File: src/rtl/sdrc_burst_sequencer.sv
// Turns one 256-bit line request into an ACTIVE + 8-word WRITE/READ burst on the SDRAM controller
// command port, then returns a one-cycle completion with the read line.
module sdrc_burst_sequencer #(
  parameter int T_RCD  = 4,
  parameter int T_RP   = 3,
  parameter int RD_LAT = 4
) (
  input  logic         clk,
  input  logic         rst,
  input  logic         req_valid,
  output logic         req_ready,
  input  logic         req_write,
  input  logic [17:0]  req_line_addr,
  input  logic [255:0] req_wdata,
  output logic         rsp_valid,
  output logic         rsp_write,
  output logic [255:0] rsp_rdata,
  input  logic         sdrc_init_done,
  output logic         sdrc_cmd_en,
  output logic [2:0]   sdrc_cmd,
  output logic         sdrc_precharge_ctrl,
  output logic         sdrc_power_down,
  output logic         sdrc_selfrefresh,
  output logic [20:0]  sdrc_addr,
  output logic [3:0]   sdrc_dqm,
  output logic [31:0]  sdrc_wdata,
  output logic [7:0]   sdrc_data_len,
  input  logic [31:0]  sdrc_rdata
);

  localparam int WAIT_MAX = (T_RCD > T_RP) ? ((T_RCD > RD_LAT + 7) ? T_RCD : RD_LAT + 7)
                                           : ((T_RP > RD_LAT + 7) ? T_RP : RD_LAT + 7);
  localparam int CNT_W = $clog2(WAIT_MAX + 1);

  localparam logic [2:0] CMD_ACTIVE   = 3'b011;
  localparam logic [2:0] CMD_WRITE    = 3'b100;
  localparam logic [2:0] CMD_READ     = 3'b101;
  localparam logic [7:0] BURST_LEN_M1 = 8'd7;

  typedef enum logic [2:0] {IDLE, ACT, RCD, WR, RD_CMD, RD_DATA, RP, DONE} state_t;

  state_t             state_reg, state_next;
  logic [CNT_W-1:0]   wait_reg, wait_next;
  logic [2:0]         wr_idx_reg, wr_idx_next;
  logic [2:0]         rd_idx_reg, rd_idx_next;
  logic [2:0]         cmd_reg, cmd_next;
  logic [20:0]        addr_reg, addr_next;
  logic [7:0]         len_reg, len_next;
  logic               req_write_reg;
  logic [17:0]        line_reg;
  logic [255:0]       wdata_reg;
  logic [31:0]        rd_buf_reg [8];
  logic [255:0]       rsp_rdata_reg;
  logic [31:0]        wr_word [8];
  logic [255:0]       rd_line;
  logic               accept, capture, load_rsp;

  genvar gi;
  generate
    for (gi = 0; gi < 8; gi++) begin : g_words
      assign wr_word[gi]            = wdata_reg[32*gi +: 32];
      assign rd_line[32*gi +: 32]   = rd_buf_reg[gi];
    end
  endgenerate

  assign req_ready           = (state_reg == IDLE) && sdrc_init_done && !rst;
  assign accept              = req_valid && req_ready;
  assign rsp_valid           = (state_reg == DONE);
  assign rsp_write           = (state_reg == DONE) && req_write_reg;
  assign rsp_rdata           = rsp_rdata_reg;
  assign sdrc_precharge_ctrl = 1'b1;
  assign sdrc_power_down     = 1'b0;
  assign sdrc_selfrefresh    = 1'b0;
  assign sdrc_dqm            = 4'b0000;
  // Command fields are registered so they hold their last value between strobes.
  assign sdrc_cmd            = cmd_next;
  assign sdrc_addr           = addr_next;
  assign sdrc_data_len       = len_next;

  always_comb begin
    state_next  = state_reg;
    wait_next   = wait_reg;
    wr_idx_next = wr_idx_reg;
    rd_idx_next = rd_idx_reg;
    cmd_next    = cmd_reg;
    addr_next   = addr_reg;
    len_next    = len_reg;
    sdrc_cmd_en = 1'b0;
    sdrc_wdata  = '0;
    capture     = 1'b0;
    load_rsp    = 1'b0;
    unique case (state_reg)
      IDLE: if (accept) state_next = ACT;
      ACT: begin
        sdrc_cmd_en = 1'b1;
        cmd_next    = CMD_ACTIVE;
        addr_next   = {line_reg, 3'b000};
        wait_next   = '0;
        state_next  = RCD;
      end
      RCD: begin
        if (wait_reg == CNT_W'(T_RCD - 1)) begin
          wait_next   = '0;
          wr_idx_next = '0;
          state_next  = req_write_reg ? WR : RD_CMD;
        end else begin
          wait_next = wait_reg + 1'b1;
        end
      end
      WR: begin
        sdrc_wdata = wr_word[wr_idx_reg];
        if (wr_idx_reg == 3'd0) begin
          sdrc_cmd_en = 1'b1;
          cmd_next    = CMD_WRITE;
          addr_next   = {line_reg, 3'b000};
          len_next    = BURST_LEN_M1;
        end
        wr_idx_next = wr_idx_reg + 3'd1;
        if (wr_idx_reg == 3'd7) begin
          wait_next  = '0;
          state_next = RP;
        end
      end
      RD_CMD: begin
        sdrc_cmd_en = 1'b1;
        cmd_next    = CMD_READ;
        addr_next   = {line_reg, 3'b000};
        len_next    = BURST_LEN_M1;
        wait_next   = '0;
        rd_idx_next = '0;
        state_next  = RD_DATA;
      end
      RD_DATA: begin
        // Counter parks at RD_LAT-1 once the first word is due; one word per cycle after that.
        if (wait_reg == CNT_W'(RD_LAT - 1)) begin
          capture     = 1'b1;
          rd_idx_next = rd_idx_reg + 3'd1;
          if (rd_idx_reg == 3'd7) begin
            wait_next  = '0;
            state_next = RP;
          end
        end else begin
          wait_next = wait_reg + 1'b1;
        end
      end
      RP: begin
        if (wait_reg == CNT_W'(T_RP - 1)) begin
          wait_next  = '0;
          load_rsp   = !req_write_reg;
          state_next = DONE;
        end else begin
          wait_next = wait_reg + 1'b1;
        end
      end
      DONE:    state_next = IDLE;
      default: state_next = IDLE;
    endcase
  end

  always_ff @(posedge clk or posedge rst) begin
    if (rst) begin
      state_reg     <= IDLE;
      wait_reg      <= '0;
      wr_idx_reg    <= '0;
      rd_idx_reg    <= '0;
      cmd_reg       <= '0;
      addr_reg      <= '0;
      len_reg       <= '0;
      req_write_reg <= 1'b0;
      line_reg      <= '0;
      wdata_reg     <= '0;
      rsp_rdata_reg <= '0;
      for (int i = 0; i < 8; i++) rd_buf_reg[i] <= '0;
    end else begin
      state_reg  <= state_next;
      wait_reg   <= wait_next;
      wr_idx_reg <= wr_idx_next;
      rd_idx_reg <= rd_idx_next;
      cmd_reg    <= cmd_next;
      addr_reg   <= addr_next;
      len_reg    <= len_next;
      if (accept) begin
        req_write_reg <= req_write;
        line_reg      <= req_line_addr;
        wdata_reg     <= req_wdata;
      end
      if (capture) rd_buf_reg[rd_idx_reg] <= sdrc_rdata;
      // Response line only changes when a read completes, so it survives intervening writes.
      if (load_rsp) rsp_rdata_reg <= rd_line;
    end
  end

endmodule

File: config.mk
export PLATFORM = sky130hd
export DESIGN_NAME = sdrc_burst_sequencer
export DESIGN_NICKNAME = d
export VERILOG_FILES = /design/src/rtl/sdrc_burst_sequencer.sv
export SDC_FILE = /design/constraint.sdc
export NUM_CORES = 1
export LEC_CHECK = 0
export CAP_MARGIN = 15
export CORE_MARGIN = 4
export CORE_UTILIZATION = 49
export CTS_BUF_LIST = sky130_fd_sc_hd__clkbuf_8
export CTS_CLUSTER_DIAMETER = 120
export DETAILED_ROUTE_END_ITERATION = 10
export PLACE_DENSITY = 0.83
export SLEW_MARGIN = 20
export SYNTH_ARGS = -nofsm -noshare
export SYNTH_HDL_FRONTEND = slang
export SYNTH_SLANG_ARGS = --single-unit
File: constraint.sdc
create_clock -name clk -period 29.6 [get_ports clk]
set_input_delay 4.44 -clock clk [delete_from_list [all_inputs] [get_ports clk]]
set_output_delay 4.44 -clock clk [all_outputs]
set_load 0.1 [all_outputs]
Yosys cells after proc, flatten, opt, wreduce, memory -nomap -nowiden. Cells that the tools add are included.

Register bits: 832. Input bits: 311. Output and inout bits: 331. Logic and storage cells: 99.

Add/subtract/negate cells: 3. Magnitude comparators: 3. Equal/unequal tests: 18. Mux-type cells: 37. Bitwise operators: 2. Reductions and logical operators: 17.

Operators by type and width (count): bitwise mux 256 bit (1); two-way mux 32 bit (4); binary-select mux 32 bit (select 3 bit) (1); demux 32 bit (select 3 bit) (1); one-hot mux 21 bit (2 select lines) (1); two-way mux 3 bit (10); one-hot mux 3 bit (8 select lines) (1); two-way mux 21 bit (1); two-way mux 4 bit (5); one-hot mux 4 bit (5 select lines) (1); == test 3 bit (second input constant) (6); one-hot mux 8 bit (2 select lines) (1); inequality test 2 bit (second input constant) (6); one-hot mux 3 bit (2 select lines) (2); one-hot mux 3 bit (3 select lines) (1); == test 4 x 2 -> 1 bit (second input constant) (2); greater-or-equal comparator 4 bit (second input constant) (2); two-way mux 8 bit (1); inverter 3 -> 4 bit (2); adder 3 x 1 -> 3 bit (second input constant) (2); == test 3 x 2 -> 1 bit (second input constant) (2); logical NOT 3 bit (2); AND reduction 6 bit (1); logical AND 1 bit (5); 12 further kinds (19).

Depth between registers and ports, before layout. Gate-level depths: netlist (run 1).

Depth in word-level cells: 6. Depth in mapped cells: 10.

Worst setup path after synthesis (run 1). OpenSTA, ideal clock, no wires.

Path type: in2out. Start: input rst. End: output req_ready. Data arrival time: 24.025 ns. Required time: 25.160 ns. Setup slack: 1.135 ns. Cell stages on the path: 2. Cells stage by stage: inv_1 -> and3_1.

Word-level cells in the longest chain between the ends: 2.

Ends and longest elaborated chain: from (decl) (line 9) `input logic rst,`; logical NOT 1 bit (no line); logical AND 1 bit (line 66) `assign req_ready = (state_reg == IDLE) && sdrc_init_done && !rst;`; to (decl) (line 11) `output logic req_ready,`.

Every way passes these cells.

Worst setup path in the final report (run 1). Ends and elaborated chain as after synthesis.

==> out/metrics.sh, run 1 <==
OUTCOME='finished, final reports clean'
SKEW_NS=0.0279
PATH_CLASS='in -> out'
PATH_MAX_FANOUT=115
CRIT_PATH_FREQUENT_CELL='clkdlybuf4s50_1'
YS_FF_LATCH=832
IO_PINS=642
SYNTH_FLOP_CELL='dfrtp_1'
SYNTH-SEQ-AREA-SHARE_PCT=61.8
SLEW_HEADROOM_PCT=24.7
HOLD_VIOLATIONS=0
POST_SYNTH_INST_COUNT=2038
CLKSLEWWORSTSETUPHOLDPATHS_NS=0.06
GLOBALROUTE.TOTALOVERFLOW=0
DRC=0
ROUTABILITYCONGESTION=0.886
FP.COREAREA_MM2=0.0676
R2R_SETUP_SLACK_NS=25.94
SYNTH.AVG_CELL_AREA_UM2=16.5
CLOCKROOTBUFFER='clkbuf_8'
POST_DRT_WL_PER_CELL_UM=23.7
CTS_MADE_BUFFERS=137
SYNTH_ASYNC_SR_FLOP_SHARE_PCT=100
SYNTH.LARGEST_AREA_CELL='dfrtp_1'
INITIAL_CORE_UTIL_PCT=49.8
WORST_R2R_ENDPOINT='addr_reg[14]'
GRT_MAX_DEGREE=207
POWER.STATIC_LEAKAGE_nW=19.7
SYNTHTOPCELLSBYAREA='dfrtp_1 (62%), mux2_2 (24%), mux4_2 (4.3%)'
SETUP_TNS_NS=0
YOSYS.AREA.TOP_TYPE_SHARE_PCT=61.8
TIMING.FINAL.CRIT_SHARE_PCT=38.7
CHIPHEIGHT_UM=270
MAX_SLEW.WORST_PIN.SLEW_NS=1.13
WORST_SETUP_PATH_START_KIND='primary input'
CTS.HOLD.BUFFERS_ADDED=0
CTS_SETUP_BUFFERS=0
HTREE_NUM_LEVELS=4
HOLD_SLACK_NS=0.465
DRT.ANTENNA.VIOLATING_NETS=0
PLACEMENT.CELL_AREA_MM2=0.0406
MAXSLEWVIOLCOUNT=0
VIAS_IN_THE_FIRST_GLOBAL_ROUTE=22281
FINAL_ROUTED_WIRELENGTH_MM=87.9
WHS_PATH_DEPTH=1
TOTAL_POWER_mW=4.91
SETUP_VIOL=0
WORSTHOLDENDPOINT='len_reg[1]'
CTS_BUFFER_DEPTH=3
MAX_STAGE_DELAY_NS=1.15
HOLDCRITPATHCLASS='reg -> reg'
CP_DATA_ARRIVAL_TIME_NS=7.01
HOLD_START='len_reg[1]'
SINK_COUNT_OF_THE_CLOCK_TREE=832
SYNTH.LIB_CELLS_USED.DISTINCT=51
HPWLAFTERDP_MM=60.6
ROWS=95
DETAIL_ROUTE.FIRST_PASS.ITERATIONS=7
TIMING.CRITICAL_PATH.REQUIRED_NS=25.16
CP_SLOWEST_CELL='clkdlybuf4s50_1'
TOTAL_DIE_AREA_MM2=0.0730
LAYOUT-DRIVE-GT1-SHARE_PCT=38.7
WORSTREG2REGSTART='wr_idx_reg[1]'
SYNTHESIS.AREA_MM2=0.0337
GLOBALROUTETOTALUTIL_PCT=23.8
FINAL_NET_COUNT=3031
CRITPATHCAPTURETYPE='output port'
POWER.DENSITY_mW_PER_MM2=113
CLOCK_LATENCY_NS=0.76
DIE-WIDTH_UM=270
DRT_FIRST_ITER_VIOLATIONS=1337
SYNTH-EDFF-COUNT=0
INITIAL_ANTENNA_VIOLATION_COUNT=29
CRIT_PATH_CELL_TRACE='clkdlybuf4s50_1 -> inv_8 -> and3_1 -> clkdlybuf4s50_1'
RSZ0062_AT_GRT='no'
VIA_PER_INST=5.44
POWER.IR.VDD_WORST_V=0.000168
MAXCAPVIOLCOUNT=0
DETAILROUTE.VIA_COUNT=20172
POST_CTS.RESIZED_INSTANCES=0
YOSYSWARNINGCOUNT=0
CLOCK.FMAX_GHz=0.0873
SYN_TO_FINAL_GROWTH_PCT=28.8
CTS_TREE='yes'
NUMPORTBUFFERS=634
FINAL_AREA_MM2=0.0434
PERIOD_NEEDED_NS=11.45
RR_WORST_DEPTH=6
GRT_FIRST_PASS_WIRELENGTH_MM=134
==> routing by layer <==
layer	vias to the layer above	part of all wire, %	GRT usage (%)
li1	8678	-	-
met1	10578	39	28.9
met2	699	49	39.2
met3	207	6.8	6.76
met4	10	4.9	12.3
met5	-	0.066	0
==> cell families (layout without fill, tap and decap cells) <==
family,count (synthesis),count (layout),synth area share (%)
flops,832,832,61.8
mux,871,871,32.2
buf+inv,137,903,2.41
other cells,2,31,0.0223
simple gates,129,129,2.17
compound gates,59,59,1.08
fa+ha+maj,8,8,0.297
==> synth_stat cells (2+ instances only) <==
master    count
mux2_2      709
and2_1        7
nand3_4       3
nand3b_1      2
a32o_1        2
a221oi_1      2
clkbuf_1     18
conb_1        2
nand2_1      75
a21oi_1      35
ha_1          8
o21ai_0       5
buf_1         6
a22o_1        3
mux2_1        7
mux2_4       90
buf_6        13
buf_4        36
buf_2        52
dfrtp_1     832
nor2b_1       5
nor2_1       11
mux4_2       64
nand4b_4      2
nand3_1       2
nor3_1        2
and3_1        5
nor3b_1       2
a221o_1       2
nand2b_1      4
inv_1        12
==> worst max-delay path: cells and delay by family <==
family	cells	cell delay, ns
simple gates	1	0.29
buf+inv	3	2.24
==> cells in the final DEF (no fill, tap or decap), drive strengths merged, types with 2 or more instances in the layout <==
| cell type | count |
|---|---|
| nor3b | 3 |
| buf | 21 |
| nor3 | 3 |
| diode | 24 |
| nand4b | 2 |
| a32o | 2 |
| and3 | 5 |
| and2 | 7 |
| bufinv | 3 |
| clkinv | 8 |
| a21oi | 35 |
| nor2b | 5 |
| nand3 | 5 |
| inv | 69 |
| a22o | 3 |
| dfrtp | 832 |
| conb | 7 |
| nor2 | 11 |
| clkdlybuf4s50 | 634 |
| a221oi | 2 |
| ha | 8 |
| nand3b | 2 |
| a221o | 2 |
| nand2b | 4 |
| mux4 | 64 |
| mux2 | 806 |
| o21ai | 5 |
| nand2 | 75 |
| clkinvlp | 2 |
| clkbuf | 166 |
| nand4 | 2 |
==> where the power goes <==
| part | internal [mW] | switching, mW |
|---|---|---|
| clock network | 0.535 | 0.452 |
| registers | 1.48 | 0.218 |
| logic | 0.713 | 1.51 |
==> worst max path at each step <==
stage / from / endpoint / slack (ns)
2_1_floorplan: rst / req_ready / 1.14
3_3_place_gp: rst / req_ready / 18.16
3_5_place_dp: rst / req_ready / 18.12
4_1_cts: rst / req_ready / 18.10
5_1_grt: rst / req_ready / 18.02
6_report: rst / req_ready / 18.15
==> stage by stage <==
stage	std cells	util (%)	worst slack, ns
floorplan	2043	-	1.14
global placement	3446	60.0	18.16
detailed placement	3446	60.0	18.12
CTS	3682	64.1	18.10
global route	3706	64.2	18.02
finish	3706	64.2	18.15
==> layout make-up <==
cell class | instances | area, um2
Fill cell | 4680 | 24200
Multi-Input combinational cell | 1074 | 12100
Sequential cell | 832 | 20800
Inverter | 12 | 52.6
Clock buffer | 166 | 2280
Antenna cell | 24 | 60.1
Tap cell | 873 | 1090
Clock inverter | 70 | 425
Timing Repair Buffer | 655 | 6550
No activity file was read; power rests on OpenSTA's default activity.
==> run 2, diff against run 1 <==
- CORE_UTILIZATION: 49 -> 54
- PLACE_DENSITY: 0.83 -> 0.86
- clock period: 29.6 -> 11.4 ns (I/O delays scaled with it)
==> run 2 against run 1 <==
Effect of this change:
- utilization is 6.0 points higher
- first-iteration DRC count shrank 14%
- sequential power grew to 2.6 times the previous value
- clock power grew to 2.6 times the previous value
- critical path depth grew 3
- wire length increased by 2.4%
- total power grew to 2.6 times the previous value
- final cell count down 1.2%
- register-to-register slack worse by 19 ns
- hold slack got worse by 0.0018 ns
- critical endpoint is now sdrc_addr[18]
- via count up 0.84%
- count of clock-buffer cells in the layout shrank 1
- highest routed layer unchanged
==> out/metrics.sh, run 2 (synthesis results as in run 1) <==
POST_CTS.RESIZED_INSTANCES=0
TOTAL_POWER_mW=12.7
TIMING.FINAL.CRIT_SHARE_PCT=61.4
TIMING.CRITICAL_PATH.REQUIRED_NS=9.69
SYN_TO_FINAL_GROWTH_PCT=28.5
CRITPATHTOPFAMILY='buffers and inverters'
VIA_PER_INST=5.55
CP_NUM_BUF_INV=3
CLKSLEWWORSTSETUPHOLDPATHS_NS=0.06
CLOCKROOTBUFFER='clkbuf_8'
CLOCK_LATENCY_NS=0.76
CRIT_PATH_CELL_TRACE='buf_4 -> inv_1 -> ha_1 -> a32oi_1 -> and2_1 -> mux2_2 -> clkdlybuf4s50_1'
GLOBALROUTE.TOTALOVERFLOW=0
SETUP_TNS_NS=0
PLACE.DETAILED.INSTANCES=3410
GRT_MAX_DEGREE=186
POST-ROUTE-WORST-SETUP-SLACK_NS=4.41
CLOCK.FMAX_GHz=0.143
ROWS=91
CP_DATA_ARRIVAL_TIME_NS=5.28
POWER.DENSITY_mW_PER_MM2=294
CTS_BUFFER_DEPTH=3
SINK_COUNT_OF_THE_CLOCK_TREE=832
HTREE_NUM_LEVELS=4
SETUP_VIOL=0
DETAIL_ROUTE.FIRST_PASS.ITERATIONS=5
CTS.HOLD.BUFFERS_ADDED=0
LAYOUT_COMMONEST_CELL='dfrtp_1'
TOTAL_DIE_AREA_MM2=0.0665
NUMPORTBUFFERS=634
MAXCAPVIOLCOUNT=0
DIE-WIDTH_UM=258
POWER.STATIC_LEAKAGE_nW=19.6
DRT_FIRST_ITER_VIOLATIONS=1145
CP_SLOWEST_CELL='clkdlybuf4s50_1'
PERIOD_NEEDED_NS=6.99
GRT_FIRST_PASS_WIRELENGTH_MM=137
PATH_CLASS='reg -> out'
FP.COREAREA_MM2=0.0617
HPWLAFTERDP_MM=62.0
ROUTABILITYCONGESTION=0.891
CHIPHEIGHT_UM=258
CTS_TREE='yes'
POWER.IR.VDD_WORST_V=0.000324
OUTCOME='finished, final reports clean'
FINAL_ROUTED_WIRELENGTH_MM=90.0
DRC=0
CTS_SETUP_BUFFERS=0
MAX_SLEW.WORST_PIN.SLEW_NS=1.19
GLOBALROUTETOTALUTIL_PCT=27.1
LAYOUT-DRIVE-GT1-SHARE_PCT=38.8
RSZ0062_AT_GRT='no'
SKEW_NS=0.0384
DRT.ANTENNA.VIOLATING_NETS=0
WORST_SETUP_PATH_START_KIND='register'
PATH_MAX_FANOUT=67
CRITPATHCAPTURETYPE='output port'
CTS_MADE_BUFFERS=136
DETAILROUTE.VIA_COUNT=20342
SLEW_HEADROOM_PCT=20.8
MAX_STAGE_DELAY_NS=1.16
LAYOUT.CELLS.MOST_COMMON_LIST='dfrtp_1 (830), mux2_2 (709), clkdlybuf4s50_1 (634)'
INITIAL_ANTENNA_VIOLATION_COUNT=26
POST_DRT_WL_PER_CELL_UM=24.6
HOLD_VIOLATIONS=0
IO_PINS=642
FINAL-INSTANCE-COUNT-EXCL-FILL=3663
HOLDCRITPATHCLASS='reg -> reg'
INITIAL_CORE_UTIL_PCT=54.6
FINAL_NET_COUNT=3031
PRECTSSETUPSLACK_NS=5.07
MAXSLEWVIOLCOUNT=0
VIAS_IN_THE_FIRST_GLOBAL_ROUTE=22473
-- run 2: final cells by class --
type,instances,area (um2)
Inverter,12,48.8
Multi-Input combinational cell,1074,12100
Sequential cell,832,20800
Fill cell,3943,18400
Clock buffer,165,2270
Clock inverter,64,379
Tap cell,837,1050
Antenna cell,23,57.6
Timing Repair Buffer,656,6570
-- run 2: final timing paths --
| path | end | from | slack (ns) | depth (start not counted) |
|---|---|---|---|---|
| setup / recovery | sdrc_addr[18] | wr_idx_reg[1] | 4.41 | 7 |
| hold / removal | len_reg[1] | len_reg[1] | 0.46 | 1 |
| setup reg to reg | wdata_reg[17] | state_reg[0] | 7.23 | 5 |
| hold reg to reg | len_reg[1] | len_reg[1] | 0.46 | 1 |
| max in group asynchronous | rsp_rdata[62] | rst | 6.34 | 6 |
| min in group asynchronous | wdata_reg[90] | rst | 1.34 | 2 |
-- run 2: worst reg2reg max path, cell delays in order, from the launching register on --
cell,delay (ns)
dfrtp_1,0.63
or3_1,0.49
nor2_4,0.79
buf_4,0.79
buf_12,0.64
mux2_2,0.73
-- run 2: metal layers --
metal,part of all wire (%),vias to the layer above,track usage (%)
met5,0.078,-,0
met3,7.3,206,8.72
met4,4.6,12,13.5
met1,37,10720,31.9
li1,-,8684,-
met2,51,720,45.1
-- run 2: power breakdown --
group          internal (mW)  leakage (nW)  switching, mW
Sequential              3.85          10.4          0.595
Clock                   1.36          1.53           1.16
Combinational           1.85          7.69           3.91
-- run 2: per-stage QoR --
stage	util, %	cell area, um2	hold slack, ns
3_5_place_dp	65.7	40600	0.449
6_report	70.2	43300	0.463
5_1_grt	70.2	43300	0.478
4_1_cts	70.0	43200	0.463
3_3_place_gp	65.7	40600	0.452
2_1_floorplan	-	33700	0.454
==> run 3, diff against run 2 <==
- clock period: 11.4 -> 7.3 ns (I/O delays scaled with it)
==> run 3 against run 2 <==
Effect of this change:
- global-route usage shrank 0.098 points
- non-clock buffer count is the same
- critical path depth shrank 1
- total power grew 57%
- largest power group unchanged
- largest cell class unchanged
- sequential share of layout area shrank 0.099 points
- flip-flop and latch count is the same
- cell area grew 0.21%
- sequential power grew 56%
- via count shrank 0.35%
==> out/metrics.sh, run 3 (synthesis results as in run 1) <==
OUTCOME='finished, final reports clean'
ROWS=91
POWER.IR.VDD_WORST_V=0.000691
FINAL-INSTANCE-COUNT-EXCL-FILL=3667
POST_DRT_WL_PER_CELL_UM=24.4
FP.COREAREA_MM2=0.0617
FINAL_NET_COUNT=3030
CLKSLEWWORSTSETUPHOLDPATHS_NS=0.06
DETAIL_ROUTE.FIRST_PASS.ITERATIONS=5
HTREE_NUM_LEVELS=4
SKEW_NS=0.0286
GLOBALROUTETOTALUTIL_PCT=27.0
GRT_MAX_DEGREE=208
HOLDCRITPATHCLASS='reg -> reg'
RR_WORST_DEPTH=5
WORST_R2R_ENDPOINT='addr_reg[6]'
HOLD_SLACK_NS=0.472
POWER.DENSITY_mW_PER_MM2=460
WORSTREG2REGSTART='wr_idx_reg[0]'
LAYOUT_COMMONEST_CELL='dfrtp_1'
LAYOUT-DRIVE-GT1-SHARE_PCT=39.3
CTS_TREE='yes'
NUMPORTBUFFERS=634
VIA_PER_INST=5.53
MAXCAPVIOLCOUNT=0
POWER.STATIC_LEAKAGE_nW=19.6
HOLD_START='len_reg[2]'
CLOCKROOTBUFFER='clkbuf_8'
PLACE.DETAILED.INSTANCES=3410
DRT.ANTENNA.VIOLATING_NETS=0
VIAS_IN_THE_FIRST_GLOBAL_ROUTE=22602
INITIAL_CORE_UTIL_PCT=54.6
SLEW_HEADROOM_PCT=23.7
CTS.HOLD.BUFFERS_ADDED=0
FINAL_ROUTED_WIRELENGTH_MM=89.7
WORST_SETUP_PATH_START_KIND='register'
DETAILROUTE.VIA_COUNT=20270
CLOCK_LATENCY_NS=0.75
SINK_COUNT_OF_THE_CLOCK_TREE=832
INITIAL_ANTENNA_VIOLATION_COUNT=27
CHIPHEIGHT_UM=258
LAYOUT.CORE_UTILIZATION_PCT=70.3
PATH_CLASS='reg -> out'
GLOBALROUTE.TOTALOVERFLOW=0
PERIOD_NEEDED_NS=6.31
DIE-WIDTH_UM=258
TOTAL_DIE_AREA_MM2=0.0665
PATH_MAX_FANOUT=37
WORST_SETUP_PATH_STARTPOINT='wr_idx_reg[0]'
SETUP_VIOL=0
CTS_BUFFER_DEPTH=3
CLOCK.FMAX_GHz=0.159
WHS_PATH_DEPTH=1
CTS_MADE_BUFFERS=135
HOLD_VIOLATIONS=0
LAYOUT.CELLS.MOST_COMMON_LIST='dfrtp_1 (830), mux2_2 (709), clkdlybuf4s50_1 (634)'
DRT_FIRST_ITER_VIOLATIONS=1032
GRT_FIRST_PASS_WIRELENGTH_MM=137
CRITPATHCAPTURETYPE='output port'
RSZ0062_AT_GRT='no'
TIMING.CRITICAL_PATH.REQUIRED_NS=6.20
MAX_SLEW.WORST_PIN.SLEW_NS=1.14
CTS_SETUP_BUFFERS=0
CP_DATA_ARRIVAL_TIME_NS=5.21
SYN_TO_FINAL_GROWTH_PCT=28.7
IO_PINS=642
POST_CTS.RESIZED_INSTANCES=0
MAXSLEWVIOLCOUNT=0
TIMING.FINAL.CRIT_SHARE_PCT=86.4
DRC=0
ROUTABILITYCONGESTION=0.914
R2R_SETUP_SLACK_NS=3.78
HPWLAFTERDP_MM=61.7
WORSTHOLDENDPOINT='len_reg[2]'
-- run 3: worst max-delay path, cell delays in order, from the launching register on --
cell and delay [ns]:
dfrtp_4 0.89, inv_1 0.11, ha_1 0.24, a32oi_1 0.81, and2_1 0.88, mux2_2 0.33
clkdlybuf4s50_1 1.17
-- run 3: through the flow --
step | cell area [um2] | setup TNS, ns | total power, mW | setup slack (ns)
3_5_place_dp | 40600 | 0 | 16.0 | 1.74
4_1_cts | 43300 | 0 | 20.1 | 0.861
5_1_grt | 43400 | 0 | 20.7 | 0.632
3_3_place_gp | 40600 | 0 | 15.7 | 1.89
2_1_floorplan | 33700 | -4359.79 | 13.7 | -9.34
6_report | 43400 | 0 | 20.0 | 0.993
-- run 3: where the power goes --
part           internal, mW  switching [mW]
Combinational          2.89            6.10
Clock                  2.16            1.86
Sequential             6.01           0.939
Total                  11.1            8.90
-- run 3: how the worst max path moves through the flow --
stage,endpoint
floorplan,req_ready
global placement,sdrc_addr[10]
detailed placement,sdrc_addr[4]
CTS,sdrc_addr[4]
global route,sdrc_addr[4]
finish,sdrc_addr[4]
-- run 3: area by class of cell --
class / instances / area, um2
antenna: 20 / 50.0
multi-input combinational: 1074 / 12100
inverter: 12 / 48.8
clock buffer: 164 / 2260
timing repair buffer: 656 / 6590
sequential: 832 / 20800
tap: 837 / 1050
fill: 3906 / 18300
clock inverter: 72 / 465
-- run 3: layer usage --
metal	GRT usage, %	share of wire, %	vias to the layer above	wire length, um
li1	-	-	8701	-
met1	32.0	38	10638	34000
met2	45.2	50	700	45000
met3	8.18	7.0	219	6240
met4	13.2	4.8	12	4340
met5	0	0.089	-	80
